## src/rtl/uart_defs.sv

```systemverilog
// Shared UART definitions: receiver FSM state encodings and the bit-period
// derivation used by both the receiver and the transmitter.
package uart_defs;

  localparam logic [1:0] ST_IDLE  = 2'd0;
  localparam logic [1:0] ST_START = 2'd1;
  localparam logic [1:0] ST_DATA  = 2'd2;
  localparam logic [1:0] ST_STOP  = 2'd3;

  // Integer division: the bit period truncates toward zero.
  function automatic int clks_per_bit(input int clock_freq, input int bit_rate);
    return clock_freq / bit_rate;
  endfunction

endpackage

```

## src/rtl/sync_fifo.sv

```systemverilog
// Single-clock first-word-fall-through FIFO with extra-MSB pointers.
// A push into a full FIFO is accepted only when a pop happens on the same edge.
module sync_fifo #(
  parameter int WIDTH = 8,
  parameter int DEPTH = 16
) (
  input  logic             clk,
  input  logic             reset,
  input  logic             push,
  input  logic             pop,
  input  logic [WIDTH-1:0] wr_data,
  output logic [WIDTH-1:0] rd_data,
  output logic             empty,
  output logic             full
);

  localparam int AW = $clog2(DEPTH);

  logic [WIDTH-1:0] mem [DEPTH];
  logic [AW:0]      wr_ptr;
  logic [AW:0]      rd_ptr;
  logic             do_push;
  logic             do_pop;

  assign empty   = (wr_ptr == rd_ptr);
  assign full    = (wr_ptr[AW] != rd_ptr[AW]) && (wr_ptr[AW-1:0] == rd_ptr[AW-1:0]);
  assign do_pop  = pop && !empty;
  assign do_push = push && (!full || do_pop);

  // Storage is not reset, so the head is masked while empty.
  assign rd_data = empty ? '0 : mem[rd_ptr[AW-1:0]];

  always_ff @(posedge clk or posedge reset) begin
    if (reset) begin
      wr_ptr <= '0;
      rd_ptr <= '0;
    end else begin
      if (do_push) wr_ptr <= wr_ptr + 1'b1;
      if (do_pop)  rd_ptr <= rd_ptr + 1'b1;
    end
  end

  always_ff @(posedge clk) begin
    if (do_push) mem[wr_ptr[AW-1:0]] <= wr_data;
  end

endmodule

```

## src/rtl/uart_rx_buffered.sv

```systemverilog
// 8N1 UART receiver: 2-FF synchronizer, mid-bit sampling FSM, sticky error
// flags, and a FWFT byte FIFO toward the register block.
module uart_rx_buffered
  import uart_defs::*;
#(
  parameter int CLOCK_FREQ  = 25000000,
  parameter int BIT_RATE    = 115200,
  parameter int BUFFER_SIZE = 16
) (
  input  logic       clk,
  input  logic       reset,
  input  logic       rx,
  input  logic       rd_en,
  input  logic       clear_errors,
  output logic [7:0] rd_data,
  output logic       rx_empty,
  output logic       rx_full,
  output logic       frame_error,
  output logic       overrun
);

  localparam int CLKS_PER_BIT = clks_per_bit(CLOCK_FREQ, BIT_RATE);
  localparam int CW = $clog2(CLKS_PER_BIT);
  localparam logic [CW-1:0] HALF_BIT = CW'(CLKS_PER_BIT / 2);
  localparam logic [CW-1:0] LAST_CNT = CW'(CLKS_PER_BIT - 1);

  logic [1:0]    sync_ff;
  logic          rxs;
  logic [1:0]    state;
  logic [CW-1:0] cnt;
  logic [2:0]    bit_idx;
  logic [7:0]    shift;
  logic          bit_tick;
  logic          stop_sample;
  logic          push;
  logic          set_fe;
  logic          set_ov;

  always_ff @(posedge clk or posedge reset) begin
    if (reset) sync_ff <= 2'b11;
    else       sync_ff <= {sync_ff[0], rx};
  end

  assign rxs         = sync_ff[1];
  assign bit_tick    = (cnt == LAST_CNT);
  assign stop_sample = (state == ST_STOP) && bit_tick;
  assign push        = stop_sample && rxs;
  assign set_fe      = stop_sample && !rxs;
  // A pop on the stop-sample edge frees the slot, so only an unserviced full FIFO drops.
  assign set_ov      = push && rx_full && !rd_en;

  always_ff @(posedge clk or posedge reset) begin
    if (reset) begin
      state   <= ST_IDLE;
      cnt     <= '0;
      bit_idx <= '0;
      shift   <= '0;
    end else begin
      case (state)
        ST_IDLE: begin
          if (!rxs) begin
            state <= ST_START;
            cnt   <= '0;
          end
        end
        ST_START: begin
          if (cnt == HALF_BIT) begin
            cnt     <= '0;
            bit_idx <= '0;
            state   <= rxs ? ST_IDLE : ST_DATA;
          end else begin
            cnt <= cnt + 1'b1;
          end
        end
        ST_DATA: begin
          if (bit_tick) begin
            cnt            <= '0;
            shift[bit_idx] <= rxs;
            bit_idx        <= bit_idx + 1'b1;
            if (bit_idx == 3'd7) state <= ST_STOP;
          end else begin
            cnt <= cnt + 1'b1;
          end
        end
        ST_STOP: begin
          // Leaving at mid-stop-bit lets a directly following start edge be caught.
          if (bit_tick) begin
            cnt   <= '0;
            state <= ST_IDLE;
          end else begin
            cnt <= cnt + 1'b1;
          end
        end
        default: state <= ST_IDLE;
      endcase
    end
  end

  always_ff @(posedge clk or posedge reset) begin
    if (reset) begin
      frame_error <= 1'b0;
      overrun     <= 1'b0;
    end else if (clear_errors) begin
      frame_error <= 1'b0;
      overrun     <= 1'b0;
    end else begin
      if (set_fe) frame_error <= 1'b1;
      if (set_ov) overrun     <= 1'b1;
    end
  end

  sync_fifo #(
    .WIDTH(8),
    .DEPTH(BUFFER_SIZE)
  ) u_fifo (
    .clk    (clk),
    .reset  (reset),
    .push   (push),
    .pop    (rd_en),
    .wr_data(shift),
    .rd_data(rd_data),
    .empty  (rx_empty),
    .full   (rx_full)
  );

endmodule
```

## config.mk

```make
export PLATFORM = sky130hd
export DESIGN_NAME = uart_rx_buffered
export DESIGN_NICKNAME = d
export VERILOG_FILES = /design/src/rtl/uart_defs.sv /design/src/rtl/sync_fifo.sv /design/src/rtl/uart_rx_buffered.sv
export SDC_FILE = /design/constraint.sdc
export NUM_CORES = 1
export LEC_CHECK = 0
export BUFFER_PORTS_ARGS = -buffer_cell sky130_fd_sc_hd__buf_4
export CAP_MARGIN = 20
export CORE_MARGIN = 8
export CORE_UTILIZATION = 35
export CTS_BUF_LIST = sky130_fd_sc_hd__clkbuf_16
export DETAILED_ROUTE_END_ITERATION = 6
export PLACE_DENSITY_LB_ADDON = 0.1
export SKIP_CTS_REPAIR_TIMING = 1
export SLEW_MARGIN = 20
export SYNTH_ARGS = -nofsm -noshare
export SYNTH_HDL_FRONTEND = slang
export SYNTH_HIERARCHICAL = 1
export SYNTH_SLANG_ARGS = --single-unit
```

## constraint.sdc

```tcl
create_clock -name clk -period 7.1 [get_ports clk]
set_clock_uncertainty 0.1 [all_clocks]
set_input_delay 0.355 -clock clk [delete_from_list [all_inputs] [get_ports clk]]
set_output_delay 0.355 -clock clk [all_outputs]
set_load 0.1 [all_outputs]
```

Yosys cells after proc, flatten, opt, wreduce, memory -nomap -nowiden
Memory sizes are Yosys's and may differ from the RTL's.
Index checks and enable logic that the tools add are counted.
- divide/modulo/power cells: 0
- bitwise gates (word level): 0
- multiply operators: 0
- multiplexer cells: 24
- reductions and logical operators: 22
- order comparisons: 2
- shifts and indexed selects: 0
- equal/unequal tests: 14
- add/subtract/negate cells: 4
- operators by type and width (kind ; number):
    two-way mux 8 bit ; 4
    case mux 8 bit (3 select lines) ; 1
    two-way mux 2 bit ; 6
    adder 5 x 1 -> 5 bit (second input constant) ; 2
    inequality test 2 bit (second input constant) ; 5
    logical AND 1 bit ; 9
    adder 8 x 1 -> 8 bit (second input constant) ; 1
    bitwise mux 8 bit ; 1
    equality test 8 x 7 -> 1 bit (second input constant) ; 1
    equality test 8 bit (second input constant) ; 1
    case mux 2 bit (4 select lines) ; 1
    two-way mux 1 bit ; 7
    two-way mux 3 bit ; 2
    case mux 3 bit (2 select lines) ; 1
    nonzero test 2 bit ; 3
    equality test 5 bit ; 1
    AND reduction 5 bit ; 1
    equality test 2 bit (second input constant) ; 2
    equality test 4 bit ; 1
    logical NOT 1 bit ; 4
    < comparator 3 x 4 -> 1 bit (second input constant) ; 1
    adder 3 x 1 -> 3 bit (second input constant) ; 1
    demux 1 bit (select 3 bit) ; 1
    equality test 3 bit (second input constant) ; 1
    8 further kinds ; 8
- memories: 1
- input port bits: 5
- logic and storage cells: 76
- output and inout port bits: 12
- bits in latches: 0
- memory bits (writable): 128
- bits in registers: 35
- ROM bits: 0
- memories (name ; words ; width ; rd ports ; clocked after memory_dff ; wr ports ; RTL line ; RTL):
    u_fifo.mem ; 16 ; 8 ; 1 ; 0 ; 1 ; sync_fifo.sv:19 ; logic [WIDTH-1:0] mem [DEPTH];

Depth between registers and ports, before layout
- depth in word-level cells: 7
- depth in mapped cells: 9
- mapped depth without buffers: 8

Modules after synthesis
The synthesis kept the hierarchy.
- by module, submodules not included (module ; instances ; area each (um^2) ; cells each ; sequential area each (um^2)):
    sync_fifo ; 1 ; 5554.1 ; 270 ; 4093.9
    uart_rx_buffered ; 1 ; 1318.8 ; 136 ; 628.1

Worst setup path before layout
OpenSTA, ideal clock, no wires.
- path type: register -> output
- from: reg u_fifo.rd_ptr[1]
- to: out rd_data[0]
- path buffers: 2
- data arrival time: 2.730 ns
- required time: 6.645 ns
- path slack: 3.915 ns
- cell stages (with the launch flop): 7
- cell sequence: dfrtp_1 -> buf_2 -> xnor2_2 -> nand4_4 -> nor2b_2 -> buf_2 -> a21oi_1
- longest elaborated chain between the ends: 2
- elaborated cells between the ends (all ways): 3
- those cells by class: eq/ne: 1; mux: 1; memory: 1
- RTL lines (what ; RTL line ; RTL):
    start, declared ; sync_fifo.sv:21 ; logic [AW:0] rd_ptr;
    start signal, assigned ; sync_fifo.sv:39 ; if (do_pop) rd_ptr <= rd_ptr + 1'b1;
    equality test 5 bit ; sync_fifo.sv:25 ; assign empty = (wr_ptr == rd_ptr);
    named net rx_empty ; uart_rx_buffered.sv:16 ; output logic rx_empty,
    two-way mux 8 bit ; sync_fifo.sv:31 ; assign rd_data = empty ? '0 : mem[rd_ptr[AW-1:0]];
    end, declared ; uart_rx_buffered.sv:15 ; output logic [7:0] rd_data,
The timed path passes the listed nets, and every way through them passes these cells.

Final worst setup path
- from: reg u_fifo.rd_ptr[0]
- to: out rd_data[4]
- longest elaborated chain between the ends: 2
- elaborated cells between the ends (all ways): 3
- those cells by class: eq/ne: 1; mux: 1; memory: 1
- RTL lines (what ; RTL line):
    memory read (16 x 8 bit) / equality test 5 bit (equally long branches) ; -
    two-way mux 8 bit * ; sync_fifo.sv:31
Mark *: on every way between the ends. The rest lies on a longest branch, timed or not.

==> results.py <==
metrics = {
    "final_layout": {
        "final_cell_mix": "edfxtp_1 (128), dfrtp_1 (32), mux4_2 (32)",
        "insertedDiodeCount": 0,
        "layout_commonest_cell": "edfxtp_1",
        "nets": 442,
        "fin_cells": 706,
        "area_delta_synth_final_pct": 14.04,
        "drive_gt1_share_pct": 23.36,
    },
    "placed_design": {
        "dp_hpwl_mm": 9.688,
        "io_buffers": 16,
        "placed_cells": 670,
        "gp_congestion": 0.7744,
    },
    "synthesis": {
        "synth.top_cells.by_area": "edfxtp_1 (56%), dfrtp_1 (12%), mux4_2 (10%)",
        "synth_nets": 420,
        "ys_warn_count": 6,
        "synthArstFlopShare_pct": 21.47,
        "synth_edf_count": 128,
        "synth_top_area_share_pct": 55.93,
        "synth_area_leader_cell": "edfxtp_1",
        "seq_area_frac_synth_pct": 68.71,
        "netlist_area_um2": 6873,
        "ys_ff_latch": 163,
        "synthCells": 406,
        "synth_top_flop_cell": "edfxtp_1",
        "syn_avg_cell_area_um2": 16.93,
        "ys_types": 51,
    },
    "power_and_ir_drop": {
        "power.static_leakage_uw": 0.003079,
        "max-vdd-ir-drop_mv": 0.1819,
        "p_per_area_nw_per_um2": 284.8,
    },
    "clocking": {
        "cts.sinks": 163,
        "cts_root_buf": "clkbuf_16",
        "cts_tree": "done",
        "cts_buffers": 17,
        "clk_pin_slew_ns": 0.06,
        "clk_path_buf_depth": 2,
        "cts-htree-levels": 4,
        "clock_latency_ns": 0.42,
    },
    "setup_path": {
        "required_ns": 6.64,
        "arrival_ns": 2.76,
        "path_class": "reg -> out",
        "critPathCaptureType": "primary output",
        "cp_max_fo": 30,
        "start_kind": "register",
    },
    "grt": {
        "antenna_found_initial": 1,
        "grt_pass1_wl_mm": 23.20,
        "grt_use_total_pct": 13.15,
        "grt_max_degree": 37,
        "grt_pass1_vias": 3782,
        "gr-total-overflow": 0,
    },
    "sta": {
        "rsz0062_at_grt": "false",
        "period_needed_ns": 3.212,
        "max_freq_ghz": 0.3113,
        "hold_viol_final": 0,
        "slew_headroom_pct": 40.09,
        "fin_tns_setup_ns": 0,
        "tightest_slew_ns": 0.8968,
        "setup_viol": 0,
        "finalMaxSlewViolations": 0,
        "finalCritPeriodShare_pct": 45.24,
    },
    "die": {
        "row_count": 51,
        "die_height_um": 156.1,
        "die_area_um2": 24380,
        "core_area_um2": 19400,
        "start_util_pct": 35.43,
        "pin_count": 17,
        "die_w_um": 156.1,
    },
    "worst_hold_path": {
        "min_path_type": "in -> reg",
    },
    "detailed_routing": {
        "drt_iter0_markers": 169,
        "vias_per_cell": 5.067,
        "drc": 0,
        "drt_wl_total_mm": 14.94,
        "num_vias": 3577,
        "wl_per_cell_um": 21.16,
        "detail-route-antenna-nets": 0,
        "first_pass_iters": 4,
    },
    "run": {
        "maxCapViolCount": 0,
    },
    "status": {
        "status": "complete, no violations",
    },
}
==> cell type report <==
| cell class | count | area (µm²) |
|---|---|---|
| Multi-Input combinational cell | 209 | 1991 |
| Clock buffer | 17 | 425.4 |
| Inverter | 13 | 48.80 |
| Clock inverter | 15 | 122.6 |
| Sequential cell | 163 | 4723 |
| Timing Repair Buffer | 24 | 195.2 |
| Fill cell | 1809 | 11560 |
| Tap cell | 265 | 331.6 |
==> through the flow <==
step / utilization (%) / hold slack [ns] / worst slack, ns / instance area [µm²] / power, µW
detailed placement: 37.35 / 0.2468 / 4.095 / 7244 / 1414
floorplan: - / 0.09518 / 3.915 / 6873 / 1339
CTS: 40.17 / -0.1603 / 3.804 / 7792 / 2265
finish: 40.40 / 0.2102 / 3.888 / 7838 / 2232
global placement: 37.32 / 0.2474 / 3.919 / 7239 / 1414
global route: 40.40 / 0.2182 / 3.691 / 7838 / 2328
==> registers in the layout, indices dropped and copies added, names as in the netlist, named ones only <==
signal and count:
u_fifo/mem 128, cnt 8, shift 8, u_fifo/rd_ptr 5
u_fifo/wr_ptr 5, bit_idx 3, sync_ff 2, frame_error 1
overrun 1, state 1
==> layer usage <==
metal  share of wire (%)  vias to the layer above  wire length (µm)  GRT usage [%]
met5                   0                        -                 0              0
met4                 1.3                        0               197          4.531
li1                    -                     1642                 -              -
met3                 3.6                       15               538          3.241
met2                  47                       49              7082          20.20
met1                  48                     1871              7122          17.85
==> cell usage after synthesis, types with 2 or more instances <==
master and n:
nor2_1 17, inv_1 13, nand3_1 4, mux4_2 32, or4_1 2, xnor2_2 4
and2_1 3, a21oi_1 11, a22oi_1 19, o21ai_0 8, mux2_1 2, nor3_1 5
nand2_1 14, buf_2 9, a41oi_1 2, dfrtp_1 33, and3_1 14, dfstp_2 2
buf_4 5, ha_1 9, mux2_2 5, xnor2_1 5, mux2i_1 2, nand4_1 4
o22ai_1 3, clkbuf_1 3, nor2b_1 11, nand2b_1 2, edfxtp_1 128, nor4_1 3
buf_1 3, xor2_1 5, nor3b_1 2, o31ai_1 4, nand3b_1 2
==> cell families after synthesis <==
kind of cell	count (synthesis)	synth area share, %
DFF	163	68.71
buffers and inverters	34	2.403
and+or+nand+nor	88	7.209
xor gates and xnor gates	14	2.221
AOI/OAI and AO/OA	57	5.899
muxes	41	11.92
adders and majority gates	9	1.638
==> power by group <==
group	internal, µW	leakage, µW	switching (µW)
sequential	1030	0.00193	34.8
combinational	119	0.000886	197
clock	456	0.000258	392
total	1610	0.00308	624
==> worst paths after layout <==
check	start	to	slack, ns	cells after the start
worst max-delay path	u_fifo/rd_ptr[0]	rd_data[4]	3.89	5
worst min-delay path	rd_en	u_fifo/rd_ptr[0]	0.21	3
worst max register to register	cnt[0]	u_fifo/mem[8][2]	4.14	7
worst min register to register	sync_ff[0]	sync_ff[1]	0.26	0
max in group asynchronous	reset	sync_ff[1]	6.03	4
min in group asynchronous	reset	shift[3]	0.38	3
==> worst max-delay path: stages (launching register included) <==
cell and delay (ns):
dfrtp_2 0.48, buf_4 0.56, mux4_2 0.59, a22oi_1 0.27, a21oi_1 0.14, buf_4 0.28
(Power assumes the default switching activity.)
